<file path="src/rtl/timebase_ctrl.sv">
// Programmable timebase: run/pause/idle sequencer driving a divide-by-div tick and square wave.
// Optional decade tick output enabled by defining TIMEBASE_DECADE_EN.
//
// state  | meaning
// -------+-----------------------------------------------------------
// IDLE   | counter, oClk and decade cleared; divisor loads apply at once
// RUN    | counter advances, oTick every div cycles, oClk toggles on tick
// PAUSE  | counter, oClk and decade frozen; oTick held low
// 2'b11  | unreachable; recovers to IDLE on the next edge
module timebase_ctrl #(
    parameter int WIDTH       = 16,
    parameter int DEFAULT_DIV = 5
) (
    input  logic             iClk,
    input  logic             iRst,
    input  logic             iStart,
    input  logic             iStop,
    input  logic             iPause,
    input  logic             iLoad,
    input  logic [WIDTH-1:0] iDiv,
    output logic             oAck,
    output logic             oErr,
    output logic             oTick,
    output logic             oClk,
    output logic [1:0]       oState,
    output logic             oTick10
);

    typedef enum logic [1:0] {
        ST_IDLE  = 2'b00,
        ST_RUN   = 2'b01,
        ST_PAUSE = 2'b10,
        ST_BAD   = 2'b11
    } state_t;

    localparam logic [WIDTH-1:0] DIV_RST = WIDTH'(DEFAULT_DIV);
    localparam logic [WIDTH-1:0] ONE     = WIDTH'(1);

    state_t           state_q, state_d;
    logic [WIDTH-1:0] cnt_q, cnt_d;
    logic [WIDTH-1:0] div_q, div_d;
    logic [WIDTH-1:0] pdiv_q, pdiv_d;
    logic             pend_q, pend_d;
    logic             tick_q, tick_d;
    logic             clk_q, clk_d;
    logic             ack_q, ack_d;
    logic             err_q, err_d;

    logic             run_en;
    logic             wrap;
    logic             reject;
    logic             accept;
    logic             pend_any;
    logic [WIDTH-1:0] pend_val;
    logic             apply_pt;
    logic             apply;

    always_comb begin
        state_d = ST_IDLE;
        case (state_q)
            ST_IDLE: begin
                if (!iStop && iStart) state_d = ST_RUN;
                else                  state_d = ST_IDLE;
            end
            ST_RUN: begin
                if (iStop)       state_d = ST_IDLE;
                else if (iStart) state_d = ST_RUN;
                else if (iPause) state_d = ST_PAUSE;
                else             state_d = ST_RUN;
            end
            ST_PAUSE: begin
                if (iStop)       state_d = ST_IDLE;
                else if (iStart) state_d = ST_RUN;
                else             state_d = ST_PAUSE;
            end
            default: state_d = ST_IDLE;
        endcase
    end

    // The counter only advances in cycles that stay in RUN, so a pause resumes on the same phase.
    always_comb begin
        run_en = (state_q == ST_RUN) && (state_d == ST_RUN);
        wrap   = run_en && (cnt_q == (div_q - ONE));
        cnt_d  = cnt_q;
        clk_d  = clk_q;
        tick_d = 1'b0;
        if (state_d == ST_IDLE) begin
            cnt_d = '0;
            clk_d = 1'b0;
        end else if (wrap) begin
            cnt_d  = '0;
            tick_d = 1'b1;
            clk_d  = ~clk_q;
        end else if (run_en) begin
            cnt_d = cnt_q + ONE;
        end
    end

    // A rejected load in the same cycle as an apply defers the apply, keeping oAck/oErr exclusive.
    always_comb begin
        reject   = iLoad && (iDiv == '0);
        accept   = iLoad && (iDiv != '0);
        pend_val = accept ? iDiv : pdiv_q;
        pend_any = accept || pend_q;
        apply_pt = ((state_q != ST_RUN) && (state_q != ST_PAUSE)) ||
                   (state_d == ST_IDLE) || wrap;
        apply    = pend_any && apply_pt && !reject;
        div_d    = div_q;
        pdiv_d   = pdiv_q;
        pend_d   = pend_q;
        ack_d    = 1'b0;
        err_d    = reject;
        if (apply) begin
            div_d  = pend_val;
            pend_d = 1'b0;
            ack_d  = 1'b1;
        end else if (pend_any) begin
            pend_d = 1'b1;
            pdiv_d = pend_val;
        end
    end

    always_ff @(posedge iClk or negedge iRst) begin
        if (!iRst) begin
            state_q <= ST_IDLE;
            cnt_q   <= '0;
            div_q   <= DIV_RST;
            pdiv_q  <= '0;
            pend_q  <= 1'b0;
            tick_q  <= 1'b0;
            clk_q   <= 1'b0;
            ack_q   <= 1'b0;
            err_q   <= 1'b0;
        end else begin
            state_q <= state_d;
            cnt_q   <= cnt_d;
            div_q   <= div_d;
            pdiv_q  <= pdiv_d;
            pend_q  <= pend_d;
            tick_q  <= tick_d;
            clk_q   <= clk_d;
            ack_q   <= ack_d;
            err_q   <= err_d;
        end
    end

`ifdef TIMEBASE_DECADE_EN
    logic [3:0] dec_q, dec_d;
    logic       t10_q, t10_d;

    always_comb begin
        dec_d = dec_q;
        t10_d = 1'b0;
        if (state_d == ST_IDLE) begin
            dec_d = 4'd0;
        end else if (wrap) begin
            if (dec_q == 4'd9) begin
                dec_d = 4'd0;
                t10_d = 1'b1;
            end else begin
                dec_d = dec_q + 4'd1;
            end
        end
    end

    always_ff @(posedge iClk or negedge iRst) begin
        if (!iRst) begin
            dec_q <= 4'd0;
            t10_q <= 1'b0;
        end else begin
            dec_q <= dec_d;
            t10_q <= t10_d;
        end
    end

    assign oTick10 = t10_q;
`else
    assign oTick10 = 1'b0;
`endif

    assign oState = state_q;
    assign oTick  = tick_q;
    assign oClk   = clk_q;
    assign oAck   = ack_q;
    assign oErr   = err_q;

endmodule
</file>
<file path="config.mk">
export PLATFORM = sky130hd
export DESIGN_NAME = timebase_ctrl
export DESIGN_NICKNAME = d
export VERILOG_FILES = /design/src/rtl/timebase_ctrl.sv
export SDC_FILE = /design/constraint.sdc
export NUM_CORES = 1
export LEC_CHECK = 0
export ABC_CLOCK_PERIOD_IN_PS = 3600
export CORE_UTILIZATION = 35
export CTS_CLUSTER_DIAMETER = 200
export DETAILED_ROUTE_END_ITERATION = 6
export SYNTH_ARGS = -nofsm -noshare
export SYNTH_HDL_FRONTEND = slang
export SYNTH_SLANG_ARGS = --single-unit
export TNS_END_PERCENT = 100
</file>
<file path="constraint.sdc">
create_clock -name iClk -period 3.6 [get_ports iClk]
set_input_delay 0.36 -clock iClk [delete_from_list [all_inputs] [get_ports iClk]]
set_output_delay 0.36 -clock iClk [all_outputs]
set_load 0.01 [all_outputs]
</file>
==> qor.yml, run 1 <==
outcome: "finished clean"
max_freq_mhz: 293.8
die-area_mm2: 0.009706
route.detailed.drc: 0
place_inst: 438
rr_worst_depth: 10
dr_total_vias: 2423
die_w_um: 98.52
synth_flop_cell: "dfrtp_1"
fin_nets: 370
fin_crit_sh_pct: 94.56
skew_ns: 0.009342
ys_ff_latch: 55
die_h_um: 98.52
stdcell_count: 451
cp_top_family: "simple AND/OR/NAND/NOR gates"
routed_wirelength_mm: 7.004
start_kind: "register"
synth_warnings: 0
ys_async_sr_fraction_pct: 100.0
syn_inst: 302
min_period_ns: 3.404
path_max_fanout: 8
hold_path.class: "input pin to asynchronous set/reset pin"
maxCapViolCount: 0
yosysSeqAreaShare_pct: 42.29
fin_ws_ns: 0.1959
slew-limit-headroom_pct: 55.56
syn2layout_area_growth_pct: 19.57
cts_buffers: 5
synth_cell_types: 53
avgSynthCellArea_um2: 10.80
cp.arrival_ns: 3.60
vdd_drop_max_uv: 229.9
grt-ovfl-total: 0
clk_pin_slew_ns: 0.10
cp_num_cells: 10
drv_slew: 0
fin_setup_tns_ns: 0
globalplace.congestion: 0.8246
crit_top_cell: "buf_4"
critPathKind: "register to register"
synth_edf_count: 0
syn-num-nets: 330
synth_area_mm2: 0.003261
io_buffers: 27
start_util_pct: 36.67
synth_top_area_share_pct: 40.68
layout-drive-gt1-share_pct: 23.03
finalSetupViolations: 0
r2r_start: "div_q[8]"
antenna_found_initial: 0
clockBufferDepth: 2
place_ws_ns: 0.03056
row_count: 34
rrSetupSlack_ns: 0.20
critPathSlowestCell: "or4b_2"
hold_viol_final: 0
grt_pass1_wl_mm: 11.84
clkSinkCount: 55
worstMarginPinSlew_ns: 0.6604
drtAntennaViolNets: 0
cts_root_buf: "clkbuf_8"
rsz0062_at_grt: "false"
dp_hpwl_mm: 5.181
path_cells: "or4b_2, nor4_2, a211o_1, nor4_1, buf_4, or4b_4, a311oi_4, buf_4, buf_12, mux2_2"
critPathBufInv: 3
p_per_area_mw_per_mm2: 481.4
cts_tree: "yes"
reg2reg_to: "div_q[7]"
num_io_pins: 29
synth.most_common_cell: "dfrtp_1"
cp_slowest_stage_delay_ns: 0.72
synth_common_cells: "53 x dfrtp_1, 35 x mux2_2, 26 x nor2_1, 22 x xor2_1, 14 x nand2_1"
grt_max_degree: 34
clk_latency_ns: 0.31
ctsHtreeMaxLevel: 2
critPathCaptureType: "register"
cts_hold_buffers: 0
viasPerCell: 5.373
yosys.area.top_type: "dfrtp_1"
core_mm2: 0.008891
drt-initial-drc-count: 117
wl_per_cell_um: 15.53
leakagePower_nw: 1.631
critical_path_required_ns: 3.79
dr.pass1.iters: 6
antennaDiodeCount: 0
grt_usage_pct: 14.99
grt_pass1_vias: 2483
ys_top_cells_by_area: "dfrtp_1 41%, mux2_2 12%, xor2_1 5.9%, xnor2_1 3.5%, nor2_1 3.0%"
-- cells in the final DEF (no fill, tap or decap), types with 2 or more instances in the layout --
cell,n
a211oi_1,2
a21boi_0,2
a21oi_1,3
a32o_1,2
and2_1,2
and3_1,6
and4_1,4
buf_12,2
buf_4,16
clkbuf_8,5
clkdlybuf4s50_1,26
dfrtp_1,53
dfstp_2,2
ha_1,5
inv_1,10
mux2_2,35
mux2_4,5
mux2i_1,8
nand2_1,14
nand3_1,10
nand4_1,6
nor2_1,26
nor3_1,5
nor3b_1,2
nor4_1,10
nor4b_1,3
o211ai_1,2
o21ai_0,4
o31ai_1,4
or3_1,3
or4_1,2
or4b_2,2
xnor2_1,13
xor2_1,22
-- worst max path at each step --
stage	startpoint	slack, ns	to
floorplan	div_q[0]	0.15	div_q[10]
global placement	iStop	0.14	div_q[15]
detailed placement	div_q[0]	0.03	div_q[9]
CTS	div_q[1]	0.02	div_q[9]
global route	div_q[1]	0.03	pdiv_q[4]
finish	div_q[8]	0.20	div_q[7]
-- kinds of logic (layout without fill, tap and decap cells) --
group	Yosys count	after routing	synth area share [%]
xor+xnor	35	35	9.401
flops	55	55	42.29
compound gates	30	30	7.138
simple gates	104	104	18.61
fa+ha+maj	6	6	2.302
mux	48	48	16.85
other cells	1	1	0.1150
buf+inv	23	64	3.300
-- layout make-up --
| type | count | area (µm²) |
|---|---|---|
| clock buffers | 6 | 72.57 |
| clock inverters | 2 | 37.54 |
| fillers | 869 | 4992 |
| inverters | 10 | 37.54 |
| multi-input cells | 224 | 1787 |
| flip-flops and latches | 55 | 1379 |
| well taps | 108 | 135.1 |
| repair buffers | 46 | 450.4 |
-- power by group --
| part | switching [mW] | total [mW] | internal (mW) |
|---|---|---|---|
| combinational | 0.273 | 0.598 | 0.325 |
| clock | 0.206 | 0.414 | 0.208 |
| sequential | 0.117 | 0.865 | 0.748 |
| total | 0.597 | 1.88 | 1.28 |
-- flip-flops by register name (all words and copies together), names as in the netlist --
signal,count
cnt_q,16
oTick,1
oErr,1
oClk,1
pdiv_q,16
oState,2
oAck,1
div_q,16
pend_q,1
-- layer usage --
layer / track usage, % / wire length [µm] / vias up
li1: - / - / 1178
met1: 20.46 / 3330 / 1198
met2: 25.35 / 3388 / 41
met3: 2.340 / 216 / 6
met4: 2.870 / 69 / 0
met5: 0 / 0 / -
-- per-stage QoR --
stage / hold slack [ns] / power [mW] / instance area [µm²] / util (%)
detailed placement: 0.3668 / 1.459 / 3721 / 41.85
global placement: 0.3619 / 1.442 / 3721 / 41.85
floorplan: 0.06441 / 1.269 / 3261 / -
global route: 0.05362 / 2.002 / 3899 / 43.85
CTS: 0.02874 / 1.880 / 3831 / 43.09
finish: 0.01892 / 1.877 / 3899 / 43.85
-- repair_timing --
item                       in CTS  in global routing
setup buffers                   0                  4
setup endpoints to repair       0                 32
resized for setup               0                  3
(Power assumes the default switching activity.)
==> inputs of run 2 (changes only) <==
--- a/config.mk
+++ b/config.mk
@@ -7,6 +7,7 @@
 export LEC_CHECK = 0
 export ABC_CLOCK_PERIOD_IN_PS = 3600
 export CORE_UTILIZATION = 35
+export CTS_BUF_LIST = sky130_fd_sc_hd__clkbuf_2 sky130_fd_sc_hd__clkbuf_4 sky130_fd_sc_hd__clkbuf_8
 export CTS_CLUSTER_DIAMETER = 200
 export DETAILED_ROUTE_END_ITERATION = 6
 export SYNTH_ARGS = -nofsm -noshare
==> qor.yml, run 2 (synthesis results as in run 1) <==
critPathKind: "register to register"
netSwitchingFraction_pct: 31.68
power_switching_uw: 597.3
rsz0062_at_grt: "false"
grt-ovfl-total: 0
cp.arrival_ns: 3.59
ctsHtreeMaxLevel: 2
pwr-share-clk_pct: 22.4
cts_hold_buffers: 0
start_kind: "register"
rr_worst_depth: 10
finalSetupViolations: 0
fin_nets: 370
drv_slew: 0
skew_ns: 0.009655
clk_pin_slew_ns: 0.09
num_io_pins: 29
reg_top3: "cnt_q (16), div_q (16), pdiv_q (16)"
die-area_mm2: 0.009706
core_mm2: 0.008891
mostFrequentLayoutCells: "53 x dfrtp_1, 35 x mux2_2, 26 x nor2_1, 26 x clkdlybuf4s50_1, 22 x xor2_1"
cts_tree: "yes"
route.detailed.drc: 0
p_seq_share_pct: 45.9
start_util_pct: 36.67
clk_latency_ns: 0.31
slew-limit-headroom_pct: 55.56
path_max_fanout: 8
die_w_um: 98.52
wl_per_cell_um: 15.55
fin_hold_ws_ns: 0.01883
grt_pass1_wl_mm: 11.84
antenna_found_initial: 0
layout-drive-gt1-share_pct: 23.32
fin_crit_sh_pct: 94.41
viasPerCell: 5.388
clockBufferDepth: 2
io_buffers: 27
dr.pass1.iters: 6
place_inst: 438
outcome: "finished clean"
min_period_ns: 3.399
syn2layout_area_growth_pct: 19.69
worstMarginPinSlew_ns: 0.6604
hold_path.class: "input pin to asynchronous set/reset pin"
die_h_um: 98.52
grt_usage_pct: 14.99
leakagePower_nw: 1.634
grt_pass1_vias: 2483
vdd_drop_max_uv: 231.1
drt-initial-drc-count: 117
row_count: 34
routed_wirelength_mm: 7.014
critical_path_required_ns: 3.79
p_comb_share_pct: 31.7
cts_buffers: 5
critPathCaptureType: "register"
globalplace.congestion: 0.8246
intPower_mw: 1.288
stdcell_count: 451
cts_root_buf: "clkbuf_8"
hold_viol_final: 0
maxCapViolCount: 0
fin_setup_tns_ns: 0
p_per_area_mw_per_mm2: 483.1
fillers: 867
dp_hpwl_mm: 5.181
max_freq_mhz: 294.2
dr_total_vias: 2430
antennaDiodeCount: 0
drtAntennaViolNets: 0
clkSinkCount: 55
final_common_cell: "dfrtp_1"
grt_max_degree: 34
==> run 2: final timing paths <==
kind                       startpoint  slack, ns       end
setup reg to reg             div_q[1]       0.20  div_q[7]
hold / removal                   iRst       0.02      oErr
hold reg to reg                  oClk       0.51      oClk
setup / recovery             div_q[1]       0.20  div_q[7]
max in group asynchronous        iRst       2.75  div_q[2]
min in group iClk                oClk       0.51      oClk
==> run 2: area by class of cell <==
type | instances | area [µm²] | area share (%)
multi-input cells | 224 | 1787 | 45.78
flip-flops and latches | 55 | 1379 | 35.33
repair buffers | 46 | 450.4 | 11.54
well taps | 108 | 135.1 | 3.463
clock buffers | 6 | 76.32 | 1.956
clock inverters | 2 | 37.54 | 0.9618
inverters | 10 | 37.54 | 0.9618
==> run 2: worst max-delay path, cell delays in order (launching register included) <==
cell and delay (ns):
dfrtp_1 0.40, or4_1 0.70, nor3_1 0.37, a21boi_0 0.23
nor4_1 0.07, buf_4 0.15, or4b_4 0.52, a311oi_4 0.23
buf_4 0.17, buf_12 0.12, mux2_2 0.33
==> run 2: per-stage QoR <==
step	utilization (%)	setup slack, ns	area (µm²)	power (mW)
floorplan	-	0.1485	3261	1.269
global placement	41.85	0.1364	3721	1.442
detailed placement	41.85	0.03056	3721	1.459
CTS	43.13	0.01883	3835	1.887
global route	43.89	0.02776	3902	2.010
finish	43.89	0.2011	3902	1.885
==> run 2: power by group through the flow <==
stage	Combinational, mW	Clock [mW]	Sequential (mW)
finish	0.598	0.422	0.865
global route	0.658	0.462	0.889
CTS	0.584	0.438	0.865
detailed placement	0.581	0	0.878
global placement	0.569	0	0.872
floorplan	0.435	0	0.834
==> run 2: routing by layer <==
metal / global-route usage, % / up-vias / wire (µm)
met3: 2.340 / 6 / 181
met2: 25.35 / 43 / 3397
met5: 0 / - / 0
met4: 2.870 / 0 / 69
met1: 20.46 / 1200 / 3365
li1: - / 1181 / -
==> run 2: what timing repair did <==
item	CTS	global route
buffers inserted	0	4
resized for setup	0	3
setup endpoints to repair	0	32
hold endpoints to repair	0	0
==> inputs of run 3 (changes only) <==
--- a/config.mk
+++ b/config.mk
@@ -6,6 +6,7 @@
 export NUM_CORES = 1
 export LEC_CHECK = 0
 export ABC_CLOCK_PERIOD_IN_PS = 3600
+export CAP_MARGIN = 40
 export CORE_UTILIZATION = 35
 export CTS_BUF_LIST = sky130_fd_sc_hd__clkbuf_2 sky130_fd_sc_hd__clkbuf_4 sky130_fd_sc_hd__clkbuf_8
 export CTS_CLUSTER_DIAMETER = 200
@@ -13,4 +14,3 @@
 export SYNTH_ARGS = -nofsm -noshare
 export SYNTH_HDL_FRONTEND = slang
 export SYNTH_SLANG_ARGS = --single-unit
-export TNS_END_PERCENT = 100
==> results of run 3 <==
Same layout as run 2: the final DEF is identical, and so are final timing and power.
